==> config.mk <==
export PLATFORM = sky130hd
export DESIGN_NAME = stopwatch_mode_ctrl
export DESIGN_NICKNAME = d
export VERILOG_FILES = /design/src/rtl/stopwatch_mode_ctrl.sv
export SDC_FILE = /design/constraint.sdc
export NUM_CORES = 1
export LEC_CHECK = 0
export ABC_AREA = 1
export BUFFER_PORTS_ARGS = -buffer_cell sky130_fd_sc_hd__clkbuf_2
export CAP_MARGIN = 10
export CORE_MARGIN = 5
export CORE_UTILIZATION = 35
export DETAILED_ROUTE_END_ITERATION = 12
export GPL_TIMING_DRIVEN = 0
export PLACE_DENSITY = 0.58
export SLEW_MARGIN = 40
export SYNTH_ARGS = -nofsm -noshare
export SYNTH_HDL_FRONTEND = slang
export SYNTH_SLANG_ARGS = --single-unit
==> constraint.sdc <==
create_clock -name clk -period 3.2 [get_ports clk]
set_clock_uncertainty 0.2 [all_clocks]
set_input_delay 0.48 -clock clk [delete_from_list [all_inputs] [get_ports clk]]
set_output_delay 0.48 -clock clk [all_outputs]
set_load 0.02 [all_outputs]
==> src/rtl/stopwatch_mode_ctrl.sv <==
// rtl/stopwatch_mode_ctrl.sv - stopwatch mode FSM, button conditioning, 1 Hz count enable and heartbeat
// Optional lap/display-hold feature enabled by defining LAP_HOLD_EN.
module stopwatch_mode_ctrl #(
   parameter int CLK_HZ          = 50000000,
   parameter int TICK_HZ         = 1,
   parameter int DEBOUNCE_CYCLES = 1000000
) (
   input  logic       clk,
   input  logic       rst,
   input  logic       btn_start,
   input  logic       btn_clear,
`ifdef LAP_HOLD_EN
   input  logic       btn_lap,
   output logic       disp_hold,
`endif
   output logic       tick_1hz,
   output logic       cnt_clr,
   output logic [1:0] state,
   output logic       led
);
   localparam int DIV = CLK_HZ / TICK_HZ;
   localparam int PW  = (DIV > 1) ? $clog2(DIV) : 1;
   localparam int DW  = (DEBOUNCE_CYCLES > 1) ? $clog2(DEBOUNCE_CYCLES) : 1;
   localparam logic [PW-1:0] PSC_LAST = PW'(DIV - 1);
   localparam logic [DW-1:0] DB_LAST  = DW'(DEBOUNCE_CYCLES - 1);
`ifdef LAP_HOLD_EN
   localparam int NB = 3;
`else
   localparam int NB = 2;
`endif

   typedef enum logic [1:0] {
      IDLE  = 2'b00,
      RUN   = 2'b01,
      PAUSE = 2'b10,
      CLEAR = 2'b11
   } mode_t;

   mode_t         cur;
   mode_t         nxt;
   logic [NB-1:0] raw;
   logic [NB-1:0] sync1;
   logic [NB-1:0] synced;
   logic [NB-1:0] stable;
   logic [NB-1:0] stable_d;
   logic [NB-1:0] press;
   logic [DW-1:0] db_cnt [NB];
   logic [PW-1:0] psc;
   logic          sp;
   logic          cp;

`ifdef LAP_HOLD_EN
   assign raw = {btn_lap, btn_clear, btn_start};
`else
   assign raw = {btn_clear, btn_start};
`endif

   // A level is accepted only after it has disagreed with the stable value for DEBOUNCE_CYCLES edges in a row.
   always_ff @(posedge clk or negedge rst) begin
      if (!rst) begin
         sync1    <= '0;
         synced   <= '0;
         stable   <= '0;
         stable_d <= '0;
         for (int i = 0; i < NB; i++) db_cnt[i] <= '0;
      end else begin
         sync1    <= raw;
         synced   <= sync1;
         stable_d <= stable;
         for (int i = 0; i < NB; i++) begin
            if (synced[i] == stable[i]) begin
               db_cnt[i] <= '0;
            end else if (db_cnt[i] == DB_LAST) begin
               stable[i] <= synced[i];
               db_cnt[i] <= '0;
            end else begin
               db_cnt[i] <= db_cnt[i] + DW'(1);
            end
         end
      end
   end

   assign press = stable & ~stable_d;
   assign sp    = press[0];
   assign cp    = press[1];

   always_comb begin
      nxt      = cur;
      tick_1hz = 1'b0;
      cnt_clr  = 1'b0;
      case (cur)
         IDLE:    if (cp) nxt = CLEAR; else if (sp) nxt = RUN;
         RUN: begin
            if (cp) nxt = CLEAR; else if (sp) nxt = PAUSE;
            tick_1hz = (psc == PSC_LAST);
         end
         PAUSE:   if (cp) nxt = CLEAR; else if (sp) nxt = RUN;
         default: begin
            nxt     = IDLE;
            cnt_clr = 1'b1;
         end
      endcase
   end

   // Resuming from PAUSE keeps the prescaler so a partial second is not lost.
   always_ff @(posedge clk or negedge rst) begin
      if (!rst) begin
         cur <= IDLE;
         psc <= '0;
         led <= 1'b0;
      end else begin
         cur <= nxt;
         led <= led ^ tick_1hz;
         if (cur == CLEAR || (cur == IDLE && nxt == RUN)) begin
            psc <= '0;
         end else if (cur == RUN) begin
            psc <= (psc == PSC_LAST) ? '0 : psc + PW'(1);
         end
      end
   end

   assign state = cur;

`ifdef LAP_HOLD_EN
   always_ff @(posedge clk or negedge rst) begin
      if (!rst) begin
         disp_hold <= 1'b0;
      end else if (cur == CLEAR) begin
         disp_hold <= 1'b0;
      end else if (press[2]) begin
         if (cur == RUN) disp_hold <= ~disp_hold;
         else if (cur == PAUSE) disp_hold <= 1'b0;
      end
   end
`endif
endmodule

Word level (Yosys, flattened, before mapping)
Index checks and enable logic that the tools add are counted.
- equality and inequality tests: 9
- add/subtract/negate cells: 3
- reduce and logical (&&, ||, !) cells: 8
- muxes and demuxes: 14
- bitwise gates (word level): 5
- operators by type and width (cell ; count):
    $mux 20 ; 4
    $mux 26 ; 3
    $add 20x1->20 const B ; 2
    $eq 20x20->1 const B ; 2
    $add 26x1->26 const B ; 1
    $eq 26x26->1 const B ; 1
    $mux 2 ; 4
    $eq 2x1->1 const B ; 2
    $eq 2x2->1 const B ; 2
    $pmux 2 s2 ; 1
    $reduce_and 2->1 ; 2
    $reduce_or 3->1 ; 1
    $and 2x2->2 ; 1
    $eq 1x1->1 ; 2
    $logic_not 2->1 ; 1
    $mux 1 ; 2
    $not 1->1 ; 2
    $not 2->2 ; 1
    $reduce_bool 2->1 ; 1
    $reduce_or 2->1 ; 1
    $logic_and 1x1->1 ; 1
    $logic_or 1x1->1 ; 1
    $xor 1x1->1 ; 1
- bits in registers: 77
- output and inout bits: 5
- bits of input ports: 4
- logic and storage cells: 49

Logic depth before layout (Yosys ltp)
Gate-level depths: netlist of the first run.
- depth in word-level cells: 9
- depth in mapped cells: 11
- mapped depth without buffers: 10

Least setup slack after synthesis of the first run
OpenSTA, ideal clock, no wires.
- path kind: register to output
- start point: register psc[0]
- end point: output tick_1hz
- buffers on the path: 0
- data required time: 2520 ps
- stages on the path, launching flop included: 8
- path slack: 1067 ps
- arrival: 1453 ps
- cells stage by stage: dfrtp_1 -> ha_1 -> nand2_2 -> nor2_4 -> nand2_2 -> nor3_1 -> nand3_1 -> nor2_1
- longest elaborated chain between the ends: 2
- ends and longest elaborated chain (what ; RTL line ; source):
    start: declaration ; 48 ; logic [PW-1:0] psc;
    start signal: assignment ; 117 ; psc <= (psc == PSC_LAST) ? '0 : psc + PW'(1);
    $eq 26x26->1 ; 95 ; tick_1hz = (psc == PSC_LAST);
    $mux 1 ; 91 ; case (cur)
    end: declaration ; 16 ; output logic tick_1hz,
No other way between the ends.

Worst setup path after layout of the first run
Ends and elaborated chain as after synthesis.

==> results of run 1 <==
-- layout by cell type (no fill, tap or decap), types with 6 or more instances in the layout --
master     netlist  final
a21oi_1          9      9
clkbuf_16        0      9
clkbuf_2         0      7
dfrtp_1         77     77
inv_1           69     69
nand2_1        157    157
nand2_2         10     10
nand3_1         51     51
nand4_1         31     31
nor2_1         123    123
nor2_2          15     15
nor2_4           6      6
nor3_1          16     16
o21ai_0          7      7
xnor2_1          6      6
xor2_1          19     19
-- stage by stage --
| step | util (%) | power, W | hold slack (ns) | area (µm²) |
|---|---|---|---|---|
| 3_5_place_dp | 37.97 | 0.001061 | 0.1347 | 4792 |
| 3_3_place_gp | 37.69 | 0.001054 | 0.1346 | 4756 |
| 6_report | 40.37 | 0.002059 | 0.04247 | 5095 |
| 5_1_grt | 40.37 | 0.002144 | 0.02583 | 5095 |
| 4_1_cts | 40.37 | 0.002096 | 0.02594 | 5095 |
| 2_1_floorplan | - | 0.001026 | -0.01559 | 4501 |
-- kinds of logic after synthesis --
kind of cell / after synthesis
AOI/OAI and AO/OA: 21
DFF: 77
xor gates and xnor gates: 25
and+or+nand+nor: 416
adders and majority gates: 3
buffers and inverters: 80
-- flip-flops by register name, indices dropped and copies added, names as in the netlist --
signal and count:
stable_d 2, sync1 2, stable 2, state 2, led 1, synced 2, psc 26, db_cnt 40
-- worst max-delay path: cells and delay by family (launching register included) --
family                   cells  cell delay (ns)
adder cells (fa/ha/maj)      1             0.31
buffers and inverters        1             0.18
flip-flops                   1             0.45
AND/OR/NAND/NOR              6             0.72
-- power breakdown --
part,switching (W),internal (W),total [W],leakage (nW)
registers,0.00000597,0.000982,0.000988,1.06
logic,0.0000372,0.0000153,0.0000525,1.03
clock network,0.000416,0.000603,0.00102,0.138
total,0.000459,0.00160,0.00206,2.24
-- cells in the mapped netlist (3+ instances only) --
library cell	instances	area [µm²]
nand2_1	157	589.3
ha_1	3	37.54
xor2_1	19	166.4
nor3_1	16	80.08
dfrtp_1	77	1927
nor2_2	15	93.84
a21oi_1	9	45.04
nand4_1	31	193.9
inv_2	4	15.01
buf_2	3	15.01
inv_1	69	259.0
o21ai_0	7	35.03
xnor2_1	6	52.55
nor2_4	6	67.56
nor2_1	123	461.7
nand3_1	51	255.2
nand2_2	10	62.56
-- timing repair --
item,in CTS,in global routing
endpoints found under the hold margin,17,0
hold buffers,1,0
resized for setup,0,0
buffers inserted,0,0
-- layout make-up --
cell class,count,area (µm²)
Fill cell,1312,7525
Multi-Input combinational cell,465,2237
Sequential cell,77,1927
Inverter,74,282.8
Clock buffer,10,229.0
Tap cell,172,215.2
Timing Repair Buffer,10,86.33
Clock inverter,6,63.81
Buffer,6,53.80
-- layer usage --
layer,up-vias,GRT usage [%],share of wire (%)
met1,1838,18.39,48
met4,0,4.844,2.1
met5,-,0,0
met2,70,22.05,46
met3,14,3.843,3.9
li1,2006,-,-
-- worst paths after layout --
check                      slack, ns                from  cells after the start                   end
setup / recovery                0.51  psc[0]$_DFFE_PN0P_                      8              tick_1hz
hold / removal                  0.04           btn_clear                      1    sync1[1]$_DFF_PN0_
setup reg to reg                1.19  psc[0]$_DFFE_PN0P_                     11   psc[22]$_DFFE_PN0P_
hold reg to reg                 0.15  sync1[1]$_DFF_PN0_                      0   synced[1]$_DFF_PN0_
max in group asynchronous       1.91                 rst                      3  db_cnt[33]$_DFF_PN0_
min in group asynchronous       0.36                 rst                      2    psc[4]$_DFFE_PN0P_
==> flow_metrics.env, run 1 <==
export IMPL_initial_core_util_pct=35.66
export IMPL_syn_nets=629
export IMPL_crit_path_max_fanout=6
export IMPL_htree_levels=3
export IMPL_syn_to_final_growth_pct=13.21
export IMPL_synthCells=622
export IMPL_netlist_area_um2=4501
export IMPL_hp_class="input pin to flop"
export IMPL_insertion_delay_ns=0.34
export IMPL_p_per_area_nw_per_um2=404.1
export IMPL_numCtsBuffers=9
export IMPL_drtAntennaViolNets=0
export IMPL_synth_area_per_cell_um2=7.236
export IMPL_fin_crit_ns=2.686
export IMPL_drv_slew=0
export IMPL_final_net_count=650
export IMPL_ir_drop_uv=428.8
export IMPL_yosysWarnings=0
export IMPL_synth_xor_area_share_pct=4.865
export IMPL_hpwl_um=7231
export IMPL_setup_ws_ns=0.5136
export IMPL_synth_compound_area_share_pct=2.502
export IMPL_drive_above_1_share_pct=10.80
export IMPL_ys_async_sr_fraction_pct=100.0
export IMPL_relSlewSlack_pct=68.70
export IMPL_grt_ovfl_total=0
export IMPL_grt_usage_pct=13.95
export IMPL_ys_seq_area_share_pct=42.81
export IMPL_ys_flop_type="dfrtp_1"
export IMPL_portBuffers=8
export IMPL_p_leak_nw=2.235
export IMPL_drc=0
export IMPL_synth_adder_area_share_pct=0.8340
export IMPL_critPathCaptureType="primary output"
export IMPL_slowest_delay_ns=0.45
export IMPL_core_area_um2=12620
export IMPL_cts_root_buf="clkbuf_16"
export IMPL_cts_sinks=77
export IMPL_hold_viol=0
export IMPL_worstPathCellList="ha_1 > nand2_2 > nor2_4 > nand2_2 > nor3_1 > nand3_1 > nor2_1 > clkbuf_2"
export IMPL_synth_edf_count=0
export IMPL_synth_seq_cells=77
export IMPL_cts_tree="built"
export IMPL_critPathKind="flop to primary output"
export IMPL_synthSimpleGateAreaFrac_pct=41.51
export IMPL_crit_required_ns=2.52
export IMPL_clkTransAtPathRegs_ns=0.06
export IMPL_via_per_inst=4.790
export IMPL_grt_pass1_vias=3675
export IMPL_die_area_um2=15230
export IMPL_boundaryPins=9
export IMPL_wl_per_cell_um=12.07
export IMPL_antennaDiodeCount=0
export IMPL_die_height_um=123.4
export IMPL_rows=41
export IMPL_finalSetupTns_ns=0
export IMPL_routed_wirelength_um=9901
export IMPL_status="complete, no violations"
export IMPL_die_w_um=123.4
export IMPL_arrival_ns=2.01
export IMPL_min_period_over_period_pct=83.95
export IMPL_grt_max_degree=61
export IMPL_grt_pass1_wl_um=17000
export IMPL_vias=3928
export IMPL_antenna_found_initial=0
export IMPL_gp_congestion=0.8725
export IMPL_dp_cells=803
export IMPL_instances_no_fill=820
export IMPL_setup_violations=0
export IMPL_worst_pin_slew_ns=0.4678
export IMPL_start_kind="flop"
export IMPL_cp_common_cell="nand2_2"
export IMPL_yosysUniqueCellTypes=31
export IMPL_slowest_stage="dfrtp_1"
export IMPL_drv_cap=0
export IMPL_synth_top_family_by_area="simple AND/OR/NAND/NOR gates"
export IMPL_clockBufferDepth=2
export IMPL_pre_cts_slack_ns=0.8851
export IMPL_firstDrtPassIters=4
export IMPL_rsz0062_at_grt="false"
export IMPL_fmax_mhz=372.3
export IMPL_synthMuxAreaShare_pct=0
export IMPL_drt_iter0_drc=239
(Power assumes the default switching activity.)
==> run 2, diff against run 1 <==
Settings changed: PLACE_DENSITY 0.58 to 0.59.
Clock period 3.2 ns to 2.2 ns, I/O delays scaled along.
==> flow_metrics.env, run 2 (synthesis gave the netlist of run 1 again) <==
export IMPL_p_leak_nw=2.246
export IMPL_hp_class="flop to flop"
export IMPL_antennaDiodeCount=0
export IMPL_worst_pin_slew_ns=0.4510
export IMPL_portBuffers=8
export IMPL_highest_layer="met4"
export IMPL_worstPathCellList="ha_4 > nand2_2 > nor2_4 > nand2_2 > nor3_2 > nand3_1 > nor2_1 > buf_4"
export IMPL_met3_length_um=346
export IMPL_firstDrtPassIters=5
export IMPL_grt_pass1_wl_um=17220
export IMPL_setup_ws_ns=0.04939
export IMPL_path_delay_family="simple AND/OR/NAND/NOR gates"
export IMPL_critPathKind="flop to primary output"
export IMPL_boundaryPins=9
export IMPL_start_kind="flop"
export IMPL_antenna_found_initial=0
export IMPL_fin_crit_ns=2.151
export IMPL_worst_r2r_cell_count=10
export IMPL_cp_num_buf_inv=1
export IMPL_mostFrequentLayoutCells="nand2_1 (157), nor2_1 (119), dfrtp_1 (72)"
export IMPL_hold_viol=0
export IMPL_insertion_delay_ns=0.34
export IMPL_crit_required_ns=1.67
export IMPL_slowest_stage="dfrtp_2"
export IMPL_die_height_um=123.4
export IMPL_setup_violations=0
export IMPL_via_per_inst=4.763
export IMPL_relSlewSlack_pct=69.70
export IMPL_whs_ns=0.1481
export IMPL_largest_reg_flops=40
export IMPL_instances_no_fill=826
export IMPL_drv_slew=0
export IMPL_regMostFlops="db_cnt"
export IMPL_arrival_ns=1.62
export IMPL_drv_cap=0
export IMPL_drc=0
export IMPL_fmax_mhz=465.0
export IMPL_die_w_um=123.4
export IMPL_critPathCaptureType="primary output"
export IMPL_numCtsBuffers=9
export IMPL_rsz0062_at_grt="true"
export IMPL_drive_above_1_share_pct=13.30
export IMPL_cts_sinks=77
export IMPL_top_regs="db_cnt x40, psc x26"
export IMPL_syn_to_final_growth_pct=14.96
export IMPL_routed_wirelength_um=9885
export IMPL_cts_root_buf="clkbuf_16"
export IMPL_drt_iter0_drc=288
export IMPL_rows=41
export IMPL_final_util_pct=41.00
export IMPL_cp_common_cell="nand2_2"
export IMPL_min_period_over_period_pct=97.76
export IMPL_die_area_um2=15230
export IMPL_pre_cts_slack_ns=0.04880
export IMPL_cp_depth=8
export IMPL_vias=3934
export IMPL_hpwl_um=7195
export IMPL_grt_pass1_vias=3678
export IMPL_grt_max_degree=67
export IMPL_slowest_delay_ns=0.40
export IMPL_status="complete, no violations"
export IMPL_drtAntennaViolNets=0
export IMPL_final_common_cell="nand2_1"
export IMPL_met2_length_um=4690
export IMPL_final_net_count=657
export IMPL_crit_path_max_fanout=2
export IMPL_htree_levels=3
export IMPL_hold_depth=0
export IMPL_grt_usage_pct=14.14
export IMPL_clkTransAtPathRegs_ns=0.06
export IMPL_finalSetupTns_ns=0
export IMPL_p_per_area_nw_per_um2=553.4
export IMPL_ir_drop_uv=394.4
export IMPL_clockBufferDepth=2
export IMPL_core_area_um2=12620
export IMPL_initial_core_util_pct=35.66
export IMPL_gp_congestion=0.8611
export IMPL_grt_ovfl_total=0
export IMPL_wl_met1_um=4743
export IMPL_cts_tree="built"
export IMPL_dp_cells=803
export IMPL_wl_per_cell_um=11.97
[run 2: cell types whose count changed in the layout (fill, tap and decap cells not counted), sizes merged]
cell | before | now
clkbuf | 18 | 16
inv | 73 | 74
bufinv | 1 | 0
buf | 7 | 13
dlygate4sd3 | 1 | 3
[run 2: timing repair]
action / 4_1_cts / 5_1_grt
endpoints found under the hold margin: 79 / 0
setup buffers: 5 / 1
cloned: 0 / 0
pin swaps: 5 / 4
endpoints found under the setup margin: 1 / 1
hold buffers: 3 / 0
resized for setup: 12 / 4
[run 2: report_power, final]
part	switching, W	leakage, nW	internal, W
combinational	0.0000543	1.07	0.0000245
sequential	0.00000832	1.05	0.00143
clock	0.000593	0.127	0.000755
[run 2: final cells by class]
| cell class | instances | area (µm²) |
|---|---|---|
| plain buffers | 5 | 48.80 |
| clock buffers | 9 | 225.2 |
| clock inverters | 6 | 38.79 |
| fillers | 1304 | 7446 |
| inverters | 74 | 282.8 |
| multi-input cells | 465 | 2276 |
| flip-flops and latches | 77 | 1933 |
| well taps | 172 | 215.2 |
| repair buffers | 18 | 153.9 |
[run 2: path summary, 6_finish.rpt]
check | start | to | slack (ns)
setup reg to reg | db_cnt[0]$_DFF_PN0_ | db_cnt[16]$_DFF_PN0_ | 0.33
setup / recovery | psc[1]$_DFFE_PN0P_ | tick_1hz | 0.05
max in group asynchronous | rst | psc[16]$_DFFE_PN0P_ | 1.07
hold reg to reg | sync1[1]$_DFF_PN0_ | synced[1]$_DFF_PN0_ | 0.15
min in group asynchronous | rst | psc[4]$_DFFE_PN0P_ | 0.19
hold / removal | sync1[1]$_DFF_PN0_ | synced[1]$_DFF_PN0_ | 0.15
[run 2: per-layer routing]
metal  track usage, %  up-vias
met5                0        -
met4            4.429        0
met3            2.882        8
met2            23.07       71
met1            18.88     1830
li1                 -     2025
[run 2: per-stage QoR]
stage	instance area, µm²	total power (W)
floorplan	4501	0.001493
global placement	4756	0.001532
detailed placement	4792	0.001542
CTS	5157	0.002907
global route	5174	0.002978
finish	5174	0.002863
==> run 3, diff against run 2 <==
--- a/config.mk
+++ b/config.mk
@@ -14,3 +14,3 @@
 export GPL_TIMING_DRIVEN = 0
-export PLACE_DENSITY = 0.59
+export PLACE_DENSITY = 0.58
 export SLEW_MARGIN = 40
==> constraint.sdc (replaced) <==
create_clock -name clk -period 2.5 [get_ports clk]
set_clock_uncertainty 0.2 [all_clocks]
set_input_delay 0.5 -clock clk [delete_from_list [all_inputs] [get_ports clk]]
set_output_delay 0.5 -clock clk [all_outputs]
set_load 0.02 [all_outputs]
==> flow_metrics.env, run 3 (synthesis gave the netlist of run 1 again) <==
export IMPL_die_area_um2=15230
export IMPL_fin_crit_ns=2.438
export IMPL_critPathCaptureType="primary output"
export IMPL_drtAntennaViolNets=0
export IMPL_status="complete, no violations"
export IMPL_via_per_inst=4.772
export IMPL_finalSetupTns_ns=0
export IMPL_setup_ws_ns=0.06162
export IMPL_die_height_um=123.4
export IMPL_cts_root_buf="clkbuf_16"
export IMPL_start_kind="flop"
export IMPL_vias=3932
export IMPL_ir_drop_uv=548.8
export IMPL_clockBufferDepth=2
export IMPL_crit_required_ns=1.80
export IMPL_hp_class="input pin to flop"
export IMPL_portBuffers=8
export IMPL_setup_violations=0
export IMPL_hpwl_um=7231
export IMPL_relSlewSlack_pct=68.50
export IMPL_antenna_found_initial=0
export IMPL_routed_wirelength_um=9937
export IMPL_drv_cap=0
export IMPL_crit_path_max_fanout=3
export IMPL_htree_levels=3
export IMPL_largest_reg_flops=40
export IMPL_grt_max_degree=61
export IMPL_hold_viol=0
export IMPL_grt_pass1_vias=3699
export IMPL_insertion_delay_ns=0.34
export IMPL_antennaDiodeCount=0
export IMPL_firstDrtPassIters=4
export IMPL_drv_slew=0
export IMPL_grt_usage_pct=14.02
export IMPL_p_per_area_nw_per_um2=511.7
export IMPL_min_period_over_period_pct=97.54
export IMPL_drive_above_1_share_pct=12.12
export IMPL_fmax_mhz=410.1
export IMPL_drt_iter0_drc=234
export IMPL_boundaryPins=9
export IMPL_dp_cells=803
export IMPL_final_common_cell="nand2_1"
export IMPL_design_area_um2=5150
export IMPL_numCtsBuffers=9
export IMPL_pre_cts_slack_ns=0.1651
export IMPL_clkTransAtPathRegs_ns=0.06
export IMPL_cts_tree="built"
export IMPL_grt_pass1_wl_um=17090
export IMPL_top_regs="db_cnt x40, psc x26"
export IMPL_core_area_um2=12620
export IMPL_syn_to_final_growth_pct=14.43
export IMPL_final_net_count=654
export IMPL_worst_pin_slew_ns=0.4708
export IMPL_drc=0
export IMPL_die_w_um=123.4
export IMPL_mostFrequentLayoutCells="nand2_1 (157), nor2_1 (122), dfrtp_1 (75)"
export IMPL_instances_no_fill=824
export IMPL_rows=41
export IMPL_placed_area_um2=4792
export IMPL_cts_sinks=77
export IMPL_regMostFlops="db_cnt"
export IMPL_initial_core_util_pct=35.66
export IMPL_wl_per_cell_um=12.06
export IMPL_grt_ovfl_total=0
export IMPL_arrival_ns=1.74
export IMPL_gp_congestion=0.8725
export IMPL_critPathKind="flop to primary output"
export IMPL_p_leak_nw=2.251
run 3: changes by cell type in the layout (fill, tap and decap cells not counted), moves of 2 or more:
cell           delta
dfrtp_1           +3
dfrtp_2           -3
nor2_1            +3
buf_4             -2
dlygate4sd3_1     -2
nor2_2            -2
run 3: area by class of cell:
cell class,count,area [µm²]
Fill cell,1309,7470
Multi-Input combinational cell,465,2257
Sequential cell,77,1929
Inverter,74,282.8
Clock buffer,10,229.0
Tap cell,172,215.2
Timing Repair Buffer,14,118.9
Clock inverter,6,63.81
Buffer,6,53.80
run 3: power by group:
part	switching (W)	internal (W)
registers	0.00000765	0.00126
clock network	0.000532	0.000771
logic	0.0000476	0.0000196
total	0.000587	0.00205
run 3: worst paths after layout:
path | slack [ns] | cells past startpoint | from | to
hold / removal | 0.06 | 1 | btn_clear | sync1[1]$_DFF_PN0_
setup reg to reg | 0.65 | 10 | db_cnt[0]$_DFF_PN0_ | db_cnt[19]$_DFF_PN0_
min in group asynchronous | 0.38 | 2 | rst | psc[4]$_DFFE_PN0P_
setup / recovery | 0.06 | 8 | psc[1]$_DFFE_PN0P_ | tick_1hz
max in group asynchronous | 1.20 | 3 | rst | db_cnt[33]$_DFF_PN0_
hold reg to reg | 0.15 | 0 | sync1[1]$_DFF_PN0_ | synced[1]$_DFF_PN0_
run 3: what timing repair did:
action / 4_1_cts / 5_1_grt
endpoints found under the setup margin: 1 / 1
pin swaps: 0 / 3
gates resized for setup: 5 / 3
endpoints found under the hold margin: 17 / 0
buffers inserted: 2 / 2
hold buffers: 1 / 0
run 3: stage by stage:
step                      total power (W)  hold slack, ns  utilization, %
final                            0.002635         0.06114           40.81
after global routing             0.002745         0.04583           40.81
after CTS                        0.002683         0.04594           40.63
after detailed placement         0.001358          0.1347           37.97
after global placement           0.001349          0.1346           37.69
after floorplan                  0.001313        0.004409               -
run 3: metal layers:
metal | routed length [µm] | GRT usage, %
met1 | 4735 | 18.45
met2 | 4569 | 22.22
met3 | 412 | 3.843
met4 | 220 | 4.844
met5 | 0 | 0
run 3: worst max-delay path: stages, from the launching register on:
cell and delay, ns:
dfrtp_2 0.39, ha_4 0.14, nand2_2 0.06, nor2_4 0.15, nand2_2 0.09, nor3_2 0.17, nand3_1 0.09, nor2_1 0.14
buf_4 0.16
